**src/rtl/cpu_isa_pkg.sv**
```systemverilog
// Shared instruction-set definitions: field positions of the 16-bit word,
// loader state encoding, and decoder-side slicing helpers. The encoder and
// the decoder both use these, so the two sides cannot drift apart.
package cpu_isa_pkg;

    localparam int INST_W    = 16;

    localparam int COND_MSB  = 15;
    localparam int COND_LSB  = 14;
    localparam int OP_MSB    = 13;
    localparam int OP_LSB    = 10;
    localparam int DEST_MSB  = 9;
    localparam int DEST_LSB  = 7;
    localparam int SRC1_MSB  = 6;
    localparam int SRC1_LSB  = 4;
    localparam int SRC2_MSB  = 3;
    localparam int SRC2_LSB  = 1;
    // shift overlays both source fields and the spare bit 0
    localparam int SHIFT_MSB = 6;
    localparam int SHIFT_LSB = 0;

    typedef enum logic [1:0] {
        IDLE = 2'd0,
        LOAD = 2'd1,
        DONE = 2'd2
    } ld_state_e;

    // One instruction's worth of fields as presented by the host
    typedef struct packed {
        logic [1:0] cond;
        logic [3:0] op_code;
        logic [2:0] dest_reg;
        logic [2:0] src_reg1;
        logic [2:0] src_reg2;
        logic [6:0] shift;
        logic       use_shift;
    } inst_fields_t;

    // Decoder-side field extraction
    function automatic logic [1:0] dec_cond(input logic [INST_W-1:0] w);
        return w[COND_MSB:COND_LSB];
    endfunction

    function automatic logic [3:0] dec_op(input logic [INST_W-1:0] w);
        return w[OP_MSB:OP_LSB];
    endfunction

    function automatic logic [2:0] dec_dest(input logic [INST_W-1:0] w);
        return w[DEST_MSB:DEST_LSB];
    endfunction

    function automatic logic [2:0] dec_src1(input logic [INST_W-1:0] w);
        return w[SRC1_MSB:SRC1_LSB];
    endfunction

    function automatic logic [2:0] dec_src2(input logic [INST_W-1:0] w);
        return w[SRC2_MSB:SRC2_LSB];
    endfunction

    function automatic logic [6:0] dec_shift(input logic [INST_W-1:0] w);
        return w[SHIFT_MSB:SHIFT_LSB];
    endfunction

endpackage

```
**src/rtl/inst_encoder.sv**
```systemverilog
// Combinational field-to-word packer for the instruction memory format.
module inst_encoder
    import cpu_isa_pkg::*;
(
    input  inst_fields_t      i_fields,
    output logic [INST_W-1:0] o_word
);

    // Place each field at its decoder-visible position; bit 0 is zero in register form
    always_comb begin
        o_word                    = '0;
        o_word[COND_MSB:COND_LSB] = i_fields.cond;
        o_word[OP_MSB:OP_LSB]     = i_fields.op_code;
        o_word[DEST_MSB:DEST_LSB] = i_fields.dest_reg;
        if (i_fields.use_shift) begin
            o_word[SHIFT_MSB:SHIFT_LSB] = i_fields.shift;
        end else begin
            o_word[SRC1_MSB:SRC1_LSB] = i_fields.src_reg1;
            o_word[SRC2_MSB:SRC2_LSB] = i_fields.src_reg2;
        end
    end

endmodule

```
**src/rtl/program_loader.sv**
```systemverilog
// Program loader: accepts instruction field bundles, encodes them and
// writes them to consecutive instruction memory addresses, then raises
// run_en so the fetch path may start.
module program_loader
    import cpu_isa_pkg::*;
#(
    parameter int ADDR_W = 4,
    parameter int DATA_W = 16
)(
    input  logic              i_clk,
    input  logic              i_rst_n,
    input  logic              i_start,
    input  logic              i_abort,
    input  logic [ADDR_W-1:0] i_base_addr,
    input  logic [ADDR_W:0]   i_prog_len,
    input  logic              i_in_valid,
    output logic              o_in_ready,
    input  logic [1:0]        i_cond,
    input  logic [3:0]        i_op_code,
    input  logic [2:0]        i_dest_reg,
    input  logic [2:0]        i_src_reg1,
    input  logic [2:0]        i_src_reg2,
    input  logic [6:0]        i_shift,
    input  logic              i_use_shift,
    output logic              o_wr_en,
    output logic [ADDR_W-1:0] o_wr_addr,
    output logic [DATA_W-1:0] o_wr_data,
    output logic [ADDR_W:0]   o_loaded_cnt,
    output logic              o_busy,
    output logic              o_run_en
);

    ld_state_e         r_state;
    ld_state_e         w_next;
    logic [ADDR_W-1:0] r_ptr;
    logic [ADDR_W:0]   r_rem;
    logic [ADDR_W:0]   r_cnt;
    logic              r_wr_en;
    logic [ADDR_W-1:0] r_wr_addr;
    logic [DATA_W-1:0] r_wr_data;

    inst_fields_t      w_fields;
    logic [INST_W-1:0] w_word;
    logic              w_xfer;
    logic              w_start_acc;
    logic              w_last;

    assign w_fields = '{cond:      i_cond,
                        op_code:   i_op_code,
                        dest_reg:  i_dest_reg,
                        src_reg1:  i_src_reg1,
                        src_reg2:  i_src_reg2,
                        shift:     i_shift,
                        use_shift: i_use_shift};

    inst_encoder u_enc (
        .i_fields (w_fields),
        .o_word   (w_word)
    );

    // A start is honoured only outside LOAD and never alongside abort
    assign w_start_acc = i_start && !i_abort && (r_state != LOAD);
    assign w_xfer      = i_in_valid && o_in_ready;
    assign w_last      = (r_rem == (ADDR_W+1)'(1));

    // State register
    always_ff @(posedge i_clk or negedge i_rst_n) begin
        if (!i_rst_n) r_state <= IDLE;
        else          r_state <= w_next;
    end

    // Next-state and state-decoded outputs; abort dominates everything
    always_comb begin
        w_next     = r_state;
        o_in_ready = 1'b0;
        o_busy     = 1'b0;
        o_run_en   = 1'b0;
        case (r_state)
            IDLE, DONE: begin
                o_run_en = (r_state == DONE);
                if (i_abort)      w_next = IDLE;
                else if (i_start) w_next = (i_prog_len == '0) ? DONE : LOAD;
            end
            LOAD: begin
                o_busy     = 1'b1;
                o_in_ready = !i_abort;
                if (i_abort)               w_next = IDLE;
                else if (w_xfer && w_last) w_next = DONE;
            end
            default: w_next = IDLE;
        endcase
    end

    // Pointer, remaining and loaded counters
    always_ff @(posedge i_clk or negedge i_rst_n) begin
        if (!i_rst_n) begin
            r_ptr <= '0;
            r_rem <= '0;
            r_cnt <= '0;
        end else if (w_start_acc) begin
            r_ptr <= i_base_addr;
            r_rem <= i_prog_len;
            r_cnt <= '0;
        end else if (w_xfer) begin
            r_ptr <= r_ptr + 1'b1;
            r_rem <= r_rem - 1'b1;
            r_cnt <= r_cnt + 1'b1;
        end
    end

    // Registered write port: one strobe the cycle after each transfer
    always_ff @(posedge i_clk or negedge i_rst_n) begin
        if (!i_rst_n) begin
            r_wr_en   <= 1'b0;
            r_wr_addr <= '0;
            r_wr_data <= '0;
        end else begin
            r_wr_en <= w_xfer;
            if (w_xfer) begin
                r_wr_addr <= r_ptr;
                r_wr_data <= w_word;
            end
        end
    end

    assign o_wr_en      = r_wr_en;
    assign o_wr_addr    = r_wr_addr;
    assign o_wr_data    = r_wr_data;
    assign o_loaded_cnt = r_cnt;

endmodule
```
**config.mk**
```make
export PLATFORM = sky130hd
export DESIGN_NAME = program_loader
export DESIGN_NICKNAME = d
export VERILOG_FILES = /design/src/rtl/cpu_isa_pkg.sv /design/src/rtl/inst_encoder.sv /design/src/rtl/program_loader.sv
export SDC_FILE = /design/constraint.sdc
export NUM_CORES = 1
export LEC_CHECK = 0
export CAP_MARGIN = 30
export CORE_ASPECT_RATIO = 1.2
export CORE_MARGIN = 1.5
export CORE_UTILIZATION = 35
export DETAILED_ROUTE_END_ITERATION = 7
export PLACE_DENSITY = 0.66
export RECOVER_POWER = 100
export SYNTH_ARGS = -nofsm -noshare
export SYNTH_HDL_FRONTEND = slang
export SYNTH_SLANG_ARGS = --single-unit
export TNS_END_PERCENT = 5
```
**constraint.sdc**
```tcl
create_clock -name i_clk -period 1.75 [get_ports i_clk]
set_clock_uncertainty 0.15 [all_clocks]
set_input_delay 0.2625 -clock i_clk [delete_from_list [all_inputs] [get_ports i_clk]]
set_output_delay 0.2625 -clock i_clk [all_outputs]
set_load 0.01 [all_outputs]
```
==> results.json, run 1 <==
{
  "dpl_cell_area_mm2": 0.002516,
  "firstDrtPassIters": 4,
  "finalMaxSlewViolations": 0,
  "wl_per_cell_um": 12.34,
  "grt_max_degree": 38,
  "syn_to_final_growth_pct": 50.62,
  "start_kind": "register",
  "antenna_found_initial": 0,
  "post_cts_buffers": 0,
  "layout-drive-gt1-share": 0.1000,
  "hold_violations": 0,
  "drtIter0Drc": 100,
  "yosysSeqAreaShare": 0.5390,
  "cts_tree": "yes",
  "grt_pass1_wl_um": 6320,
  "die_h_um": 79.75,
  "rsz0062_at_grt": "false",
  "final_design_area_no_fill_mm2": 0.002587,
  "setup_viol": 0,
  "avgSynthCellArea_um2": 9.651,
  "end_kind": "output port",
  "cts.sinks": 37,
  "io_buffer_count": 65,
  "die_x_um": 66.96,
  "coreArea_mm2": 0.004662,
  "outcome": "complete, no violations",
  "synth_seq_cells": 37,
  "rows": 27,
  "path_class": "reg2out",
  "min_period_ns": 1.692,
  "max_stage_delay_ns": 0.61,
  "root_buffer": "clkbuf_8",
  "leakagePower_nw": 1.243,
  "vias": 1515,
  "ios": 66,
  "crit_fanout": 2,
  "synth_cell_types": 34,
  "timing.critical_path.buf_inv": 1,
  "rr_startpoint": "r_state[0]$_DFFE_PN0P_",
  "clock_latency_ns": 0.29,
  "clk_pin_slew_worst_paths_ns": 0.07,
  "yosysWarningCount": 0,
  "drt-total-wl_um": 3925,
  "arrival_ns": 1.28,
  "period_share": 0.9670,
  "final_nets": 300,
  "overflow": 0,
  "crit_chain": "dlygate4sd3_1",
  "peakVddDrop_uv": 439.3,
  "cts.htree.levels": 2,
  "tightest_slew_ns": 0.9017,
  "slew_headroom": 0.3989,
  "gp_congestion": 0.7551,
  "min-delay-start": "o_wr_data[0]$_DFFE_PN0P_",
  "grt_pass1_vias": 1400,
  "holdWs_ns": 0.3123,
  "path_delay_family": "buffers and inverters",
  "crit_required_ns": 1.34,
  "p_per_area_mw_per_mm2": 960.5,
  "grt_usage": 0.1556,
  "die_area_mm2": 0.005339,
  "drc": 0,
  "cap_violations": 0,
  "synth_area_mm2": 0.001718,
  "numCtsBuffers": 5,
  "start_util": 0.3685,
  "dp_hpwl_um": 2883,
  "final_cell_mix": "nand2_1, clkdlybuf4s50_1, dfrtp_1, dlygate4sd3_1",
  "synth_cells": 178,
  "hold_class": "reg2reg",
  "crit_path_start": "o_loaded_cnt[4]$_DFFE_PN0P_",
  "vias_per_cell": 4.764,
  "antenna_cells": 0,
  "cts_buffer_depth": 2,
  "final_common_cell": "nand2_1",
  "slowest_stage": "dlygate4sd3_1",
  "fmax_mhz": 590.9,
  "synth_nets": 219,
  "ant_nets": 0
}
==> tightest hold or removal path, stage by stage (launching register included) <==
cell     delay [ns]
dfrtp_1        0.34
nand2_1        0.05
nand2_1        0.05
==> where the power goes <==
group          switching [mW]  internal (mW)  total (mW)
logic                   0.334          0.408       0.743
registers               0.118           1.04        1.16
clock network           0.304          0.276       0.581
==> cell usage after synthesis <==
| cell type | number | share of area |
|---|---|---|
| a21oi_1 | 2 | 0.0058 |
| a221o_1 | 2 | 0.012 |
| a22o_1 | 1 | 0.0051 |
| a22oi_1 | 3 | 0.013 |
| a31oi_1 | 1 | 0.0036 |
| a32oi_1 | 2 | 0.010 |
| and2_1 | 1 | 0.0036 |
| buf_1 | 1 | 0.0022 |
| buf_2 | 4 | 0.012 |
| buf_4 | 1 | 0.0044 |
| buf_6 | 3 | 0.020 |
| dfrtp_1 | 37 | 0.54 |
| ha_1 | 4 | 0.029 |
| inv_1 | 3 | 0.0066 |
| inv_6 | 1 | 0.0051 |
| mux2i_1 | 6 | 0.035 |
| nand2_1 | 58 | 0.13 |
| nand2b_1 | 1 | 0.0036 |
| nand3_1 | 3 | 0.0087 |
| nand4_1 | 3 | 0.011 |
| nand4bb_1 | 1 | 0.0066 |
| nor2_1 | 8 | 0.017 |
| nor2_2 | 1 | 0.0036 |
| nor2b_1 | 5 | 0.018 |
| nor3_1 | 3 | 0.0087 |
| nor3b_1 | 1 | 0.0044 |
| o21a_1 | 1 | 0.0044 |
| o21ai_0 | 10 | 0.029 |
| o21ai_1 | 4 | 0.012 |
| o21ai_4 | 1 | 0.0095 |
| o221ai_1 | 1 | 0.0051 |
| o311ai_1 | 1 | 0.0051 |
| xnor2_1 | 1 | 0.0051 |
| xor2_1 | 3 | 0.015 |
==> registers in the layout (all words and copies together), names as in the netlist <==
name          flops
r_state           2
r_ptr             4
o_wr_addr         4
r_rem             5
o_wr_data        16
o_loaded_cnt      5
o_wr_en           1
==> cell type report <==
class	count	area, µm²
fill	442	2074
sequential	37	925.9
timing repair buffer	83	774.5
multi-input combinational	128	711.9
clock buffer	6	72.57
tap	58	72.57
inverter	4	20.02
clock inverter	2	10.01
==> metrics by stage <==
| stage | setup TNS (ns) | power [mW] | cells | worst slack, ns | util |
|---|---|---|---|---|---|
| finish | 0 | 2.485 | 318 | 0.05781 | 0.5550 |
| global route | 0 | 2.655 | 318 | 0.009020 | 0.5550 |
| CTS | 0 | 2.582 | 318 | 0.04613 | 0.5593 |
| detailed placement | -3.939 | 1.995 | 309 | -0.2745 | 0.5397 |
| global placement | -3.217 | 1.979 | 309 | -0.2347 | 0.5397 |
| floorplan | 0 | 1.510 | 178 | 0.3233 | - |
==> what timing repair did <==
| action | 4_1_cts | 5_1_grt |
|---|---|---|
| hold buffers | 1 | 0 |
| gates resized for setup | 4 | 3 |
| hold endpoints to repair | 37 | 0 |
| pin swaps | 0 | 1 |
| endpoints found under the setup margin | 3 | 6 |
| gates cloned | 0 | 0 |
==> cells by family (layout without fill, tap and decap cells) <==
family | after synthesis | count (layout) | share of synthesized area
XOR/XNOR | 4 | 4 | 0.02040
flip-flops | 37 | 37 | 0.5390
adder cells (fa/ha/maj) | 4 | 4 | 0.02913
AO/OA/AOI/OAI | 29 | 29 | 0.1144
AND/OR/NAND/NOR | 85 | 85 | 0.2127
multiplexers | 6 | 6 | 0.03496
buffers and inverters | 13 | 95 | 0.04953
==> final timing paths <==
kind	endpoint	slack (ns)	depth (start not counted)
max reg2reg	r_rem[2]$_DFFE_PN0P_	0.12	5
max	o_loaded_cnt[4]	0.06	1
max in group asynchronous	o_wr_data[3]$_DFFE_PN0P_	0.32	3
min reg2reg	o_wr_data[0]$_DFFE_PN0P_	0.31	2
min in group asynchronous	r_state[1]$_DFFE_PN0P_	0.55	3
min	o_wr_data[0]$_DFFE_PN0P_	0.31	2
==> metal layers <==
layer / track usage / vias to the layer above / part of all wire
met5: 0 / - / 0
met4: 0.06122 / 0 / 0.014
met1: 0.2002 / 695 / 0.44
met3: 0.04231 / 7 / 0.075
met2: 0.2470 / 51 / 0.47
li1: - / 762 / -
No activity file was read; power rests on OpenSTA's default activity.
==> inputs of run 2 (changes only) <==
--- a/config.mk
+++ b/config.mk
@@ -7,7 +7,7 @@
 export LEC_CHECK = 0
 export CAP_MARGIN = 30
 export CORE_ASPECT_RATIO = 1.2
-export CORE_MARGIN = 1.5
+export CORE_MARGIN = 2
 export CORE_UTILIZATION = 35
 export DETAILED_ROUTE_END_ITERATION = 7
 export PLACE_DENSITY = 0.66
==> run 2 against run 1 <==
Net effect:
- register-to-register slack better by 0.02 ns
- via count up 0.46%
- non-clock buffer count unchanged
- fmax down 0.90%
- cell count unchanged
- clock power up 54%
- count of clock-buffer cells in the layout down 1
- combinational power up 1%
- sequential cell count unchanged
- critical path type unchanged
==> results.json, run 2 (synthesized netlist as in run 1, its figures left out) <==
{
  "grt_pass1_vias": 1405,
  "crit_fanout": 2,
  "cp.depth": 1,
  "wl_per_cell_um": 12.92,
  "fmax_mhz": 585.6,
  "layout-drive-gt1-share": 0.1077,
  "crit_required_ns": 1.34,
  "largest_reg_flops": 16,
  "cts_buffer_depth": 2,
  "rr_startpoint": "r_state[0]$_DFFE_PN0P_",
  "die_h_um": 80.75,
  "drt-total-wl_um": 4107,
  "regToRegEndpoint": "r_rem[2]$_DFFE_PN0P_",
  "hold_violations": 0,
  "end_kind": "output port",
  "rrSetupSlack_ns": 0.14,
  "antenna_cells": 0,
  "cp-endpoint": "o_wr_addr[2]",
  "overflow": 0,
  "period_share": 0.9758,
  "slew_headroom": 0.5181,
  "io_buffer_count": 65,
  "path_class": "reg2out",
  "syn_to_final_growth_pct": 54.92,
  "outcome": "complete, no violations",
  "die_area_mm2": 0.005487,
  "antenna_found_initial": 0,
  "firstDrtPassIters": 4,
  "start_kind": "register",
  "coreArea_mm2": 0.004662,
  "final_cell_mix": "nand2_1, clkdlybuf4s50_1, dfrtp_1, dlygate4sd3_1, o21ai_0",
  "cts.sinks": 37,
  "cap_violations": 0,
  "peakVddDrop_uv": 441.9,
  "numCtsBuffers": 5,
  "cts_tree": "yes",
  "hold_class": "reg2reg",
  "grt_usage": 0.1575,
  "root_buffer": "clkbuf_8",
  "p_total_mw": 2.810,
  "fin_tns_setup_ns": 0,
  "min_period_ns": 1.708,
  "dp_hpwl_um": 3169,
  "cts.htree.levels": 2,
  "drc": 0,
  "final_common_cell": "nand2_1",
  "reg2reg_depth": 6,
  "vias_per_cell": 4.786,
  "timing.critical_path.buf_inv": 1,
  "arrival_ns": 1.30,
  "fin_util": 0.5709,
  "gp_congestion": 0.7625,
  "die_x_um": 67.96,
  "rsz0062_at_grt": "false",
  "grt_max_degree": 21,
  "crit_chain": "dlygate4sd3_1",
  "setup_viol": 0,
  "rows": 27,
  "clk_pin_slew_worst_paths_ns": 0.08,
  "start_util": 0.3685,
  "tightest_slew_ns": 0.7228,
  "ant_nets": 0,
  "fillers": 448,
  "final_nets": 300,
  "min-delay-start": "o_wr_data[0]$_DFFE_PN0P_",
  "finalMaxSlewViolations": 0,
  "p_per_area_mw_per_mm2": 1056,
  "max_stage_delay_ns": 0.61,
  "slowest_stage": "dlygate4sd3_1",
  "crit_path_start": "o_wr_addr[2]$_DFFE_PN0P_",
  "clock_latency_ns": 0.29,
  "leakagePower_nw": 1.274,
  "drtIter0Drc": 91,
  "path_delay_family": "buffers and inverters",
  "grt_pass1_wl_um": 6410,
  "vias": 1522,
  "ios": 66
}
[run 2: changes by cell type in the layout (fill, tap and decap cells not counted), sizes merged]
cell / previous run / this run
buf: 12 / 10
bufinv: 0 / 2
clkdlybuf4s15: 0 / 2
clkdlybuf4s50: 39 / 40
clkinv: 2 / 0
dlygate4sd2: 2 / 1
dlygate4sd3: 23 / 22
inv: 4 / 5
[run 2: worst min-delay path by stage]
stage                     cells after the start                          end
after global routing                          2    o_wr_data[15]$_DFFE_PN0P_
after global placement                        1     o_wr_addr[3]$_DFFE_PN0P_
after floorplan                               0  o_loaded_cnt[0]$_DFFE_PN0P_
after CTS                                     2    o_wr_data[13]$_DFFE_PN0P_
final                                         2     o_wr_data[0]$_DFFE_PN0P_
after detailed placement                      1    o_wr_data[13]$_DFFE_PN0P_
[run 2: metrics by stage]
step | instances | hold WS (ns) | worst slack (ns) | instance area [µm²]
final | 318 | 0.3146 | 0.04241 | 2661
after global placement | 309 | 0.02007 | -0.1452 | 2529
after CTS | 318 | 0.2359 | 0.02053 | 2673
after floorplan | 178 | -0.1831 | 0.3233 | 1718
after detailed placement | 309 | 0.01819 | -0.2096 | 2529
after global routing | 318 | 0.3412 | 0.004554 | 2661
[run 2: area by class of cell]
class | instances | area (µm²) | share of cell area
Sequential cell | 37 | 925.9 | 0.3479
Timing Repair Buffer | 83 | 790.8 | 0.2971
Multi-Input combinational cell | 128 | 714.4 | 0.2685
Tap cell | 58 | 72.57 | 0.02727
Clock buffer | 5 | 68.82 | 0.02586
Clock inverter | 3 | 68.82 | 0.02586
Inverter | 4 | 20.02 | 0.007522
[run 2: per-layer routing]
layer / track usage / routed length, µm / up-vias / share of wire
li1: - / - / 763 / -
met5: 0 / 0 / - / 0
met2: 0.2515 / 2002 / 52 / 0.49
met3: 0.03324 / 260 / 5 / 0.063
met4: 0.08400 / 73 / 0 / 0.018
met1: 0.1975 / 1771 / 702 / 0.43
[run 2: timing repair]
item	CTS	global route
endpoints found under the hold margin	12	0
buffers inserted	0	0
setup endpoints to repair	3	2
hold buffers	1	0
gates resized for setup	3	3
[run 2: where the power goes]
group,internal [mW],switching [mW]
Combinational,0.415,0.339
Clock,0.574,0.319
Sequential,1.04,0.120
==> inputs of run 3 (changes only) <==
--- a/config.mk
+++ b/config.mk
@@ -12,6 +12,7 @@
 export DETAILED_ROUTE_END_ITERATION = 7
 export PLACE_DENSITY = 0.66
 export RECOVER_POWER = 100
+export REMOVE_ABC_BUFFERS = 1
 export SYNTH_ARGS = -nofsm -noshare
 export SYNTH_HDL_FRONTEND = slang
 export SYNTH_SLANG_ARGS = --single-unit
==> run 3 against run 2 <==
Net effect:
- count of clock-buffer cells in the layout increased by 1
- critical path depth unchanged
- core utilization is 1.4 points lower
- via count is 0.59% lower
- largest power group unchanged
==> results.json, run 3 (synthesized netlist as in run 1, its figures left out) <==
{
  "outcome": "complete, no violations",
  "grt_pass1_wl_um": 6561,
  "rsz0062_at_grt": "false",
  "reg2reg_depth": 6,
  "layout-drive-gt1-share": 0.1192,
  "finalNonFillerCells": 318,
  "rr_startpoint": "r_state[0]$_DFFE_PN0P_",
  "start_util": 0.3685,
  "drc": 0,
  "final_nets": 300,
  "grt_max_degree": 20,
  "fin_util": 0.5572,
  "coreArea_mm2": 0.004662,
  "leakagePower_nw": 1.253,
  "firstDrtPassIters": 4,
  "rrSetupSlack_ns": 0.16,
  "cts_buffer_depth": 2,
  "wl_per_cell_um": 12.85,
  "fmax_mhz": 592.2,
  "setup_viol": 0,
  "drtIter0Drc": 72,
  "p_per_area_mw_per_mm2": 958.2,
  "antenna_found_initial": 0,
  "cts.sinks": 37,
  "clk_pin_slew_worst_paths_ns": 0.08,
  "arrival_ns": 1.28,
  "grt_usage": 0.1592,
  "timing.critical_path.buf_inv": 1,
  "p_comb_frac": 0.305,
  "p_seq_frac": 0.468,
  "gp_congestion": 0.7700,
  "fillers": 428,
  "crit_chain": "dlygate4sd3_1",
  "end_kind": "output port",
  "crit_required_ns": 1.34,
  "die_x_um": 67.96,
  "clock_latency_ns": 0.29,
  "path_delay_family": "buffers and inverters",
  "max_stage_delay_ns": 0.61,
  "p_total_mw": 2.489,
  "holdWs_ns": 0.3116,
  "slowest_stage": "dlygate4sd3_1",
  "switching_share": 0.3025,
  "path_class": "reg2out",
  "dp_hpwl_um": 3120,
  "numCtsBuffers": 5,
  "peakVddDrop_uv": 421.8,
  "final_common_cell": "nand2_1",
  "start_kind": "register",
  "p_switching_mw": 0.7529,
  "placed_cells": 308,
  "crit_fanout": 2,
  "hold_class": "in2async",
  "ant_nets": 0,
  "cts.htree.levels": 2,
  "power_frac_clock": 0.227,
  "min_period_ns": 1.689,
  "vias": 1513,
  "drt-total-wl_um": 4087,
  "final_cell_mix": "nand2_1, clkdlybuf4s50_1, dfrtp_1, dlygate4sd3_1, o21ai_0",
  "rows": 27,
  "largest_reg_flops": 16,
  "antenna_cells": 0,
  "vias_per_cell": 4.758,
  "grt_pass1_vias": 1490,
  "p_int_mw": 1.736,
  "slew_headroom": 0.6958,
  "ios": 66,
  "tightest_slew_ns": 0.4563,
  "period_share": 0.9650,
  "cts_tree": "yes",
  "syn_to_final_growth_pct": 51.20,
  "regToRegEndpoint": "r_ptr[2]$_DFFE_PN0P_",
  "hold_violations": 0,
  "die_area_mm2": 0.005487,
  "finalMaxSlewViolations": 0,
  "cap_violations": 0,
  "overflow": 0,
  "io_buffer_count": 65,
  "die_h_um": 80.75,
  "root_buffer": "clkbuf_8"
}
[run 3: worst register-to-register path: cells and delay by family, from the launching register on]
| kind | cells | cell delay (ns) |
|---|---|---|
| buf+inv | 3 | 0.50 |
| flops | 1 | 0.39 |
| compound gates | 1 | 0.25 |
| simple gates | 2 | 0.19 |
[run 3: metrics by stage]
| step | worst slack [ns] | setup TNS (ns) | cell area (µm²) |
|---|---|---|---|
| after floorplan | -0.6745 | -15.45 | 1653 |
| after CTS | 0.05394 | 0 | 2613 |
| final | 0.06127 | 0 | 2597 |
| after detailed placement | -0.1619 | -1.957 | 2521 |
| after global routing | 0.01201 | 0 | 2597 |
| after global placement | -0.1285 | -1.495 | 2521 |
[run 3: final cells by class]
cell class                 instances  area [µm²]  share of cell area
timing repair buffer              83       780.7              0.3006
tap                               58       72.57             0.02794
inverter                           4       20.02            0.007707
multi-input combinational        128       714.4              0.2750
clock inverter                     2       10.01            0.003854
sequential                        37       927.1              0.3569
clock buffer                       6       72.57             0.02794
[run 3: worst max-delay path by stage]
stage / depth (start not counted) / slack, ns / end / startpoint
2_1_floorplan: 5 / -0.67 / o_loaded_cnt[3]$_DFFE_PN0P_ / r_state[1]$_DFFE_PN0P_
6_report: 1 / 0.06 / o_loaded_cnt[4] / o_loaded_cnt[4]$_DFFE_PN0P_
5_1_grt: 3 / 0.01 / o_run_en / r_state[0]$_DFFE_PN0P_
3_5_place_dp: 6 / -0.16 / r_rem[2]$_DFFE_PN0P_ / i_abort
3_3_place_gp: 6 / -0.13 / r_rem[2]$_DFFE_PN0P_ / i_abort
4_1_cts: 1 / 0.05 / o_loaded_cnt[0] / o_loaded_cnt[0]$_DFFE_PN0P_
[run 3: what timing repair did]
action	in CTS	in global routing
setup buffers	0	1
hold buffers	1	0
endpoints found under the hold margin	18	0
setup endpoints to repair	3	2
resized for setup	4	2
[run 3: layer usage]
| layer | track usage | wire length (µm) | share of wire |
|---|---|---|---|
| met5 | 0 | 0 | 0 |
| met4 | 0.05800 | 26 | 0.0064 |
| met3 | 0.04294 | 307 | 0.075 |
| met2 | 0.2757 | 1994 | 0.49 |
| met1 | 0.1858 | 1759 | 0.43 |
[run 3: power by group through the flow]
stage	clock network [mW]	registers, mW	logic, mW
after global routing	0.636	1.19	0.847
after CTS	0.594	1.17	0.820
final	0.565	1.17	0.759
after detailed placement	0	1.19	0.818
after global placement	0	1.18	0.802
after floorplan	0	1.24	0.256
